## config.mk

```make
export PLATFORM = sky130hd
export DESIGN_NAME = mem_arbiter
export DESIGN_NICKNAME = d
export VERILOG_FILES = /design/src/rtl/mem_arbiter_pkg.sv /design/src/rtl/mem_arbiter_byte_seq.sv /design/src/rtl/mem_arbiter.sv
export SDC_FILE = /design/constraint.sdc
export NUM_CORES = 1
export LEC_CHECK = 0
export ABC_CLOCK_PERIOD_IN_PS = 2500
export CAP_MARGIN = 20
export CORE_MARGIN = 10
export CORE_UTILIZATION = 45
export CTS_CLUSTER_DIAMETER = 120
export CTS_CLUSTER_SIZE = 8
export DETAILED_ROUTE_END_ITERATION = 12
export PLACE_DENSITY = 0.86
export SLEW_MARGIN = 15
export SYNTH_ARGS = -nofsm -noshare
export SYNTH_HDL_FRONTEND = slang
export SYNTH_HIERARCHICAL = 1
export SYNTH_SLANG_ARGS = --single-unit
```

## constraint.sdc

```tcl
create_clock -name clk -period 2.5 [get_ports clk]
set_input_delay 0.625 -clock clk [delete_from_list [all_inputs] [get_ports clk]]
set_output_delay 0.625 -clock clk [all_outputs]
set_load 0.03 [all_outputs]
```

## src/rtl/mem_arbiter_pkg.sv

```systemverilog
// Shared types and constants for the byte-wide RAM port arbiter.
// State encodings, access-length codes and the length-to-byte-count helper.
package mem_arbiter_pkg;

  typedef enum logic [1:0] {
    IDLE   = 2'd0,
    IF_RD  = 2'd1,
    MEM_RD = 2'd2,
    MEM_WR = 2'd3
  } arb_state_t;

  localparam logic [1:0]  LEN_BYTE   = 2'b00;
  localparam logic [1:0]  LEN_HALF   = 2'b01;
  localparam logic [1:0]  LEN_WORD   = 2'b11;
  localparam logic        RST_ENABLE = 1'b1;
  localparam logic [31:0] ZERO_WORD  = 32'h0000_0000;

  // Byte counter must reach nbytes+1 (5) for the read done cycle.
  localparam int CNT_W = 3;

  // Code 2'b10 is not a legal length and is treated as a word.
  function automatic logic [CNT_W-1:0] len_bytes(input logic [1:0] len);
    case (len)
      LEN_BYTE: return 3'd1;
      LEN_HALF: return 3'd2;
      LEN_WORD: return 3'd4;
      default:  return 3'd4;
    endcase
  endfunction

endpackage

```

## src/rtl/mem_arbiter_byte_seq.sv

```systemverilog
// Byte sequencer: per-transaction counter, base+count address generation and
// byte-by-byte word assembly in either big-endian or little-endian order.
module mem_byte_seq
  import mem_arbiter_pkg::*;
#(
  parameter int ADDR_W = 32
) (
  input  logic              clk,
  input  logic              rst,
  input  logic              start,
  input  logic [ADDR_W-1:0] start_base,
  input  logic              run,
  input  logic              capture,
  input  logic              big_endian,
  input  logic [7:0]        din,
  output logic [CNT_W-1:0]  cnt,
  output logic [ADDR_W-1:0] addr,
  output logic [31:0]       word_next
);

  logic [ADDR_W-1:0] base;
  logic [31:0]       acc;
  logic [1:0]        idx;
  logic [1:0]        pos;

  always_ff @(posedge clk) begin
    if (rst == RST_ENABLE) begin
      base <= '0;
      cnt  <= '0;
      acc  <= ZERO_WORD;
    end else if (start) begin
      base <= start_base;
      cnt  <= '0;
      acc  <= ZERO_WORD;
    end else begin
      if (run)     cnt <= cnt + 3'd1;
      if (capture) acc <= word_next;
    end
  end

  // Address arithmetic wraps naturally at the top of the address space.
  assign addr = base + ADDR_W'(cnt);

  // Byte captured at count c is byte c-1 of the transfer.
  always_comb begin
    word_next = acc;
    idx       = 2'(cnt - 3'd1);
    pos       = big_endian ? (2'd3 - idx) : idx;
    word_next[{pos, 3'b000} +: 8] = din;
  end

endmodule

```

## src/rtl/mem_arbiter.sv

```systemverilog
// Shares one byte-wide RAM port between instruction fetch and MEM-stage
// loads/stores; MEM has priority, IF fetches may be aborted by if_flush.
module mem_arbiter
  import mem_arbiter_pkg::*;
#(
  parameter int ADDR_W = 32,
  parameter int IF_LEN = 4
) (
  input  logic              clk,
  input  logic              rst,
  input  logic              if_req,
  input  logic [ADDR_W-1:0] if_addr,
  input  logic              if_flush,
  output logic [31:0]       if_rdata,
  output logic              if_done,
  input  logic              mem_req,
  input  logic              mem_we,
  input  logic [1:0]        mem_len,
  input  logic [ADDR_W-1:0] mem_addr,
  input  logic [31:0]       mem_wdata,
  output logic [31:0]       mem_rdata,
  output logic              mem_done,
  output logic              busy,
  input  logic [7:0]        ram_din,
  output logic [7:0]        ram_dout,
  output logic [ADDR_W-1:0] ram_a,
  output logic              ram_wr
);

  // Handshake: a requester raises req with stable operands and holds it until
  // its one-cycle done pulse; operands are latched at grant, so req may drop
  // or operands change afterwards without affecting the transfer.

  arb_state_t        state, state_next;
  logic [CNT_W-1:0]  nbytes, nbytes_grant, cnt;
  logic [ADDR_W-1:0] base_grant, seq_addr;
  logic [31:0]       wdata_q, word_next;
  logic              start, reading, capture, last_capture, rd_done, wr_done;

  assign reading      = (state == IF_RD) || (state == MEM_RD);
  assign capture      = reading && (cnt != '0) && (cnt <= nbytes);
  assign last_capture = capture && (cnt == nbytes);
  assign rd_done      = reading && (cnt == nbytes + 3'd1);
  assign wr_done      = (state == MEM_WR) && (cnt == nbytes);

  always_ff @(posedge clk) begin
    if (rst == RST_ENABLE) begin
      state     <= IDLE;
      nbytes    <= '0;
      wdata_q   <= ZERO_WORD;
      if_rdata  <= ZERO_WORD;
      mem_rdata <= ZERO_WORD;
    end else begin
      state <= state_next;
      if (start) begin
        nbytes  <= nbytes_grant;
        wdata_q <= mem_wdata;
      end
      if (last_capture && (state == IF_RD) && !if_flush) if_rdata <= word_next;
      if (last_capture && (state == MEM_RD)) mem_rdata <= word_next;
    end
  end

  // A flush aborts a fetch up to its last capture; the done cycle always completes.
  always_comb begin
    state_next   = state;
    start        = 1'b0;
    base_grant   = mem_addr;
    nbytes_grant = len_bytes(mem_len);
    case (state)
      IDLE: begin
        if (mem_req) begin
          state_next = mem_we ? MEM_WR : MEM_RD;
          start      = 1'b1;
        end else if (if_req && !if_flush) begin
          state_next   = IF_RD;
          start        = 1'b1;
          base_grant   = if_addr;
          nbytes_grant = CNT_W'(IF_LEN);
        end
      end
      IF_RD:   if (rd_done || if_flush) state_next = IDLE;
      MEM_RD:  if (rd_done) state_next = IDLE;
      MEM_WR:  if (wr_done) state_next = IDLE;
      default: state_next = IDLE;
    endcase
  end

  mem_byte_seq #(.ADDR_W(ADDR_W)) u_seq (
    .clk        (clk),
    .rst        (rst),
    .start      (start),
    .start_base (base_grant),
    .run        (busy),
    .capture    (capture),
    .big_endian (state == IF_RD),
    .din        (ram_din),
    .cnt        (cnt),
    .addr       (seq_addr),
    .word_next  (word_next)
  );

  assign busy     = (state != IDLE);
  assign if_done  = (state == IF_RD) && rd_done;
  assign mem_done = ((state == MEM_RD) && rd_done) || wr_done;
  assign ram_wr   = (state == MEM_WR) && (cnt < nbytes);
  assign ram_a    = busy ? seq_addr : '0;
  assign ram_dout = ram_wr ? wdata_q[{cnt[1:0], 3'b000} +: 8] : 8'h00;

endmodule

```

; ---- Word-level counts from Yosys, hierarchy flattened
; Cells that the tools add are included.
[word_totals]
ram_bits = 0
rom_bits = 0
latch_bits = 0
input_bits = 112
reg_bits = 168
out_inout_bits = 108
mem_count = 0
[op_classes]
shifts = 3
n_div = 0
bitwise = 0
n_reduce_logical = 22
n_mul = 0
n_mux = 21
eq_ne = 10
addsub = 6
n_lt_le_gt_ge = 2
[op_table]
columns = op, n
row1 = 32-bit 2-to-1 mux, 4
row2 = 32-bit by 3-bit adder with 32-bit output, 1
row3 = 32-bit bitwise mux, 1
row4 = 8-bit by 7-bit variable shift with 32-bit output (first input constant), 1
row5 = 32-bit by 6-bit indexed part select with 8-bit output, 1
row6 = 8-bit by 7-bit indexed part select with 32-bit output, 1
row7 = 1-bit logical AND, 12
row8 = 2-bit 2-to-1 mux, 6
row9 = 3-bit 2-to-1 mux, 3
row10 = 8-bit 2-to-1 mux, 1
row11 = 2-bit one-hot mux with 4 select lines, 1
row12 = 5-bit negator with 7-bit output, 1
row13 = 3-bit by 1-bit adder with 3-bit output (second input constant), 2
row14 = 3-bit equality test, 2
row15 = 2-bit != test (second input constant), 3
row16 = 3-bit one-hot mux with 2 select lines, 1
row17 = 2-bit by 1-bit equality test with 1-bit output (second input constant), 2
row18 = 2-bit equality test (second input constant), 2
row19 = 2-bit logical NOT, 2
row20 = 1-bit 2-to-1 mux, 4
row21 = 4-bit AND reduction, 1
row22 = 3-bit less-or-equal comparator, 1
row23 = 1-bit logical OR, 3
row24 = 3-bit less-than comparator, 1
row25 = 7 further kinds, 7

; ---- Logic depth before layout (Yosys ltp)
[logic_depth]
depth_word = 7
ltp_mapped = 12
mapped_depth_nobuf = 10

; ---- Modules after synthesis
; Netlist, hierarchy kept.
[by_module_without_submodules]
columns = mod, seq_area_each_um2, cells_per_inst, n_inst, area_each_um2
row1 = mem_arbiter, 2021.9, 570, 1, 4640.7
row2 = mem_byte_seq, 1341.3, 445, 1, 3756.1

; ---- Worst setup path before layout
; Ideal clock, no wire load.
[synth_path]
path_kind = reg-to-output
from = register u_seq.cnt[0]
to = output ram_a[20]
t_required_ps = 1875
arrival_time_ps = 2156
path_slack_ps = -281
stages_incl_launch_ff = 9
path_cell_list = dfxtp_1 > ha_1 > fa_1 > a21o_1 > and4b_1 > clkbuf_1 > nand4_1 > xnor2_1 > nor2b_1
[synth_via]
elab_chain_cells = 2
[synth_lines]
columns = item, line_no
row1 = start: declaration, mem_arbiter_byte_seq.sv:16  ; output logic [CNT_W-1:0] cnt,
row2 = start signal: assignment, mem_arbiter_byte_seq.sv:36  ; if (run) cnt <= cnt + 3'd1;
row3 = 32-bit by 3-bit adder with 32-bit output, mem_arbiter_byte_seq.sv:42  ; assign addr = base + ADDR_W'(cnt);
row4 = via seq_addr[20], mem_arbiter.sv:36  ; logic [ADDR_W-1:0] base_grant, seq_addr;
row5 = 32-bit 2-to-1 mux, mem_arbiter.sv:107  ; assign ram_a = busy ? seq_addr : '0;
row6 = end: declaration, mem_arbiter.sv:26  ; output logic [ADDR_W-1:0] ram_a,
; The timed path passes the listed nets, and every way through them passes these cells.

; ---- Final worst setup path
[layout_path]
from = register u_seq.cnt[0]
to = output ram_a[22]
; Same word-level chain as after synthesis.

==> run_results.csv <==
group,metric,value,unit
floorplanning,core_area,18100,um2
floorplanning,start_util,46.3,%
placed_design,post-dp-hpwl,18600,um
grt,gr-usage-all-layers,20.7,%
finish,layout_commonest_cell,"nand2_1",
min_path,hold_depth,2,
finish,fin_cells,1475,
clocking,htree_levels,4,
outcome,failed_checks,"setup timing",
finish,final_cell_mix,"nand2_1, clkdlybuf4s50_1, dfxtp_1, a21oi_1, buf_4",
critical_path,startpoint_type,"flip-flop",
critical_path,r2r_setup_slack,0.08,ns
outcome,outcome,"finished with violations",
clocking,clock_sinks,168,
critical_path,cp_slowest_cell,"dfxtp_2",
power_and_ir_drop,cellPowerDensity,856,nW/um2
grt,grt_pass1_vias,8115,
detailed_routing,routed_wirelength,25700,um
critical_path,end_kind,"output pin",
finish,nFillCells,1431,
detailed_routing,drc,0,
power_and_ir_drop,leakagePower,4.58,nW
floorplanning,fp.dieH,157,um
detailed_routing,dr.first_iter.drc_count,556,
critical_path,worst-r2r-cell-count,11,
min_path,hp-class,"reg2reg",
critical_path,critical_path.max_fanout,7,
yosys,yosysSeqAreaShare,40.1,%
yosys,synth-seq-cells,168,
floorplanning,rows,49,
timing,tightestPinTransition,0.563,ns
yosys,syn_avg_cell_area,8.27,um2
grt,grt_overflow,0,
finish,utilization,65.9,%
timing,setup_slack,-0.480,ns
clocking,cts_tree,"built",
timing,rsz0062_at_grt,"yes",
floorplanning,die-area,24500,um2
clocking,clock_path_buffers,2,
yosys,ys_top_cells_by_area,"dfxtp_1, nand2_1, a21oi_1",
critical_path,crit_type,"reg2out",
critical_path,cp.arrival,2.36,ns
timing,maxSlewHeadroom,62.4,%
finish,n_antenna_cell,0,
timing,setup_viol,40,
critical_path,reg2reg_to,"mem_rdata[30]",
timing,fin_crit_sh,119,%
finish,nets,1362,
placed_design,post-place-ws,-0.158,ns
grt,antenna_found_initial,0,
detailed_routing,post_drt_wl_per_cell,17.5,um
clocking,insertion_delay,0.42,ns
power_and_ir_drop,ir_drop,0.497,mV
critical_path,path_cells,"ha_4 > fa_2 > a21o_1 > and4b_2 > nand4_1 > xnor2_1 > nor2b_4 > buf_6",
yosys,synth_cell_types,58,
detailed_routing,ant_nets,0,
critical_path,rr_startpoint,"u_seq/cnt[0]",
placed_design,dp.cells,1441,
finish,areaGrowthSynthToFinish,42.4,%
floorplanning,ios,220,
min_path,hp-start,"mem_rdata[24]",
timing,skew,0.00823,ns
power_and_ir_drop,total_power,0.0102,W
timing,finalHoldViolations,0,
critical_path,required,1.88,ns
clocking,clkTransAtPathRegs,0.07,ns
timing,max_freq,336,MHz
yosys,ys.flop_type,"dfxtp_1",
grt,grt_start_max_net_pins,129,
grt,grt_pass1_wl,41300,um
timing,period_needed,2.98,ns
yosys,netlist.area_leader.share,40.1,%
critical_path,slowest_delay,0.34,ns
yosys,netlist_instances,1015,
finish,drive_gt1_share,18.7,%
yosys,synth_edf_count,0,
min_path,hold_end,"mem_rdata[24]",
placed_design,globalplace.congestion,0.873,
timing,drv_slew,0,
yosys,postSynth.asyncResetShare,0,%
flow_run,drv_cap,0,
detailed_routing,dr.pass1.iters,5,
clocking,cts_buffers,17,
yosys,syn-num-nets,1144,
yosys,syn_area,8400,um2
placed_design,io_buffers,219,
clocking,cts_root_buffer,"clkbuf_16",
detailed_routing,vias,7962,
floorplanning,die_w,157,um
yosys,yosysTopAreaCell,"dfxtp_1",
yosys,ys_warn_count,6,
detailed_routing,avgViaCountPerCell,5.40,
[power breakdown]
part	switching (W)	total (W)	leakage, nW	internal [W]
sequential	0.000221	0.00317	1.37	0.00295
combinational	0.00260	0.00441	2.93	0.00181
clock	0.00111	0.00265	0.284	0.00154
total	0.00393	0.0102	4.58	0.00630
[worst max-delay path, delay by kind of cell, from the launching register on]
family | cells | cell delay (ns)
buffers and inverters | 1 | 0.14
flip-flops | 1 | 0.34
adder cells (fa/ha/maj) | 2 | 0.50
AND/OR/NAND/NOR | 3 | 0.62
AO/OA/AOI/OAI | 1 | 0.18
XOR/XNOR | 1 | 0.15
[synth_stat cells, types with 2 or more instances]
cell         n
nand2_1    223
dfxtp_1    168
a21oi_1    106
nor2_1      61
nor2b_1     51
mux2_2      37
clkbuf_1    34
mux2i_1     33
nand3_1     33
inv_1       31
xnor2_1     24
and3_1      20
nand4_1     17
buf_2       16
ha_1        16
o22ai_1     16
buf_4       14
o21ai_0     13
nand2b_1    11
xor2_1      11
a22oi_1      9
a2bb2oi_1    8
a31oi_1      8
mux4_2       8
nor3_1       5
buf_6        3
a21o_1       2
and3b_1      2
buf_1        2
mux2_4       2
nor3b_1      2
o211ai_1     2
o41ai_1      2
[flip-flops by register name, summed over array words and instances, names as in the netlist]
| name | count |
|---|---|
| if_rdata | 32 |
| mem_rdata | 32 |
| nbytes | 3 |
| state | 2 |
| u_seq/acc | 32 |
| u_seq/base | 32 |
| u_seq/cnt | 3 |
| wdata_q | 32 |
[how the worst max path moves through the flow]
stage	slack, ns	depth (start not counted)	startpoint	to
3_3_place_gp	-0.06	8	u_seq/cnt[0]	ram_a[26]
2_1_floorplan	-0.12	8	u_seq/cnt[0]	ram_a[20]
5_1_grt	-0.55	8	u_seq/cnt[0]	ram_a[20]
4_1_cts	-0.47	8	u_seq/cnt[0]	ram_a[22]
6_report	-0.48	8	u_seq/cnt[0]	ram_a[22]
3_5_place_dp	-0.16	8	u_seq/cnt[0]	ram_a[22]
[metal layers]
metal	up-vias	GRT usage (%)	part of all wire (%)
li1	3874	-	-
met1	3769	23.1	39
met2	277	35.9	50
met3	42	7.59	8.4
met4	0	6.97	2.3
met5	-	0	0
[per-stage QoR]
stage / hold WS (ns) / TNS [ns] / cell area, um2
final: 0.453 / -13.39 / 12000
after detailed placement: 0.445 / -1.22 / 11100
after global routing: 0.471 / -19.88 / 12000
after floorplan: 0.433 / -0.342 / 8520
after global placement: 0.440 / -0.364 / 11100
after CTS: 0.455 / -15.46 / 11900
[cell type report]
type | instances | area [um2] | share of cell area [%]
Tap cell | 229 | 287 | 2.40
Timing Repair Buffer | 268 | 2700 | 22.6
Sequential cell | 168 | 3370 | 28.1
Clock inverter | 12 | 140 | 1.17
Multi-Input combinational cell | 747 | 4900 | 40.9
Inverter | 31 | 116 | 0.973
Clock buffer | 20 | 457 | 3.82
[repair_timing]
action | 4_1_cts | 5_1_grt
gates cloned | 0 | 0
setup endpoints to repair | 90 | 137
hold buffers | 0 | 0
pin swaps | 16 | 4
resized for setup | 48 | 13
setup buffers | 2 | 0
[logic make-up after synthesis]
family	count (synthesis)	share of synthesized area, %
DFF	168	40.1
and+or+nand+nor	438	24.2
adders and majority gates	17	2.62
buffers and inverters	100	5.60
xor gates and xnor gates	36	3.93
muxes	81	11.5
AOI/OAI and AO/OA	175	12.0
Power figures use the tool's default switching activity.
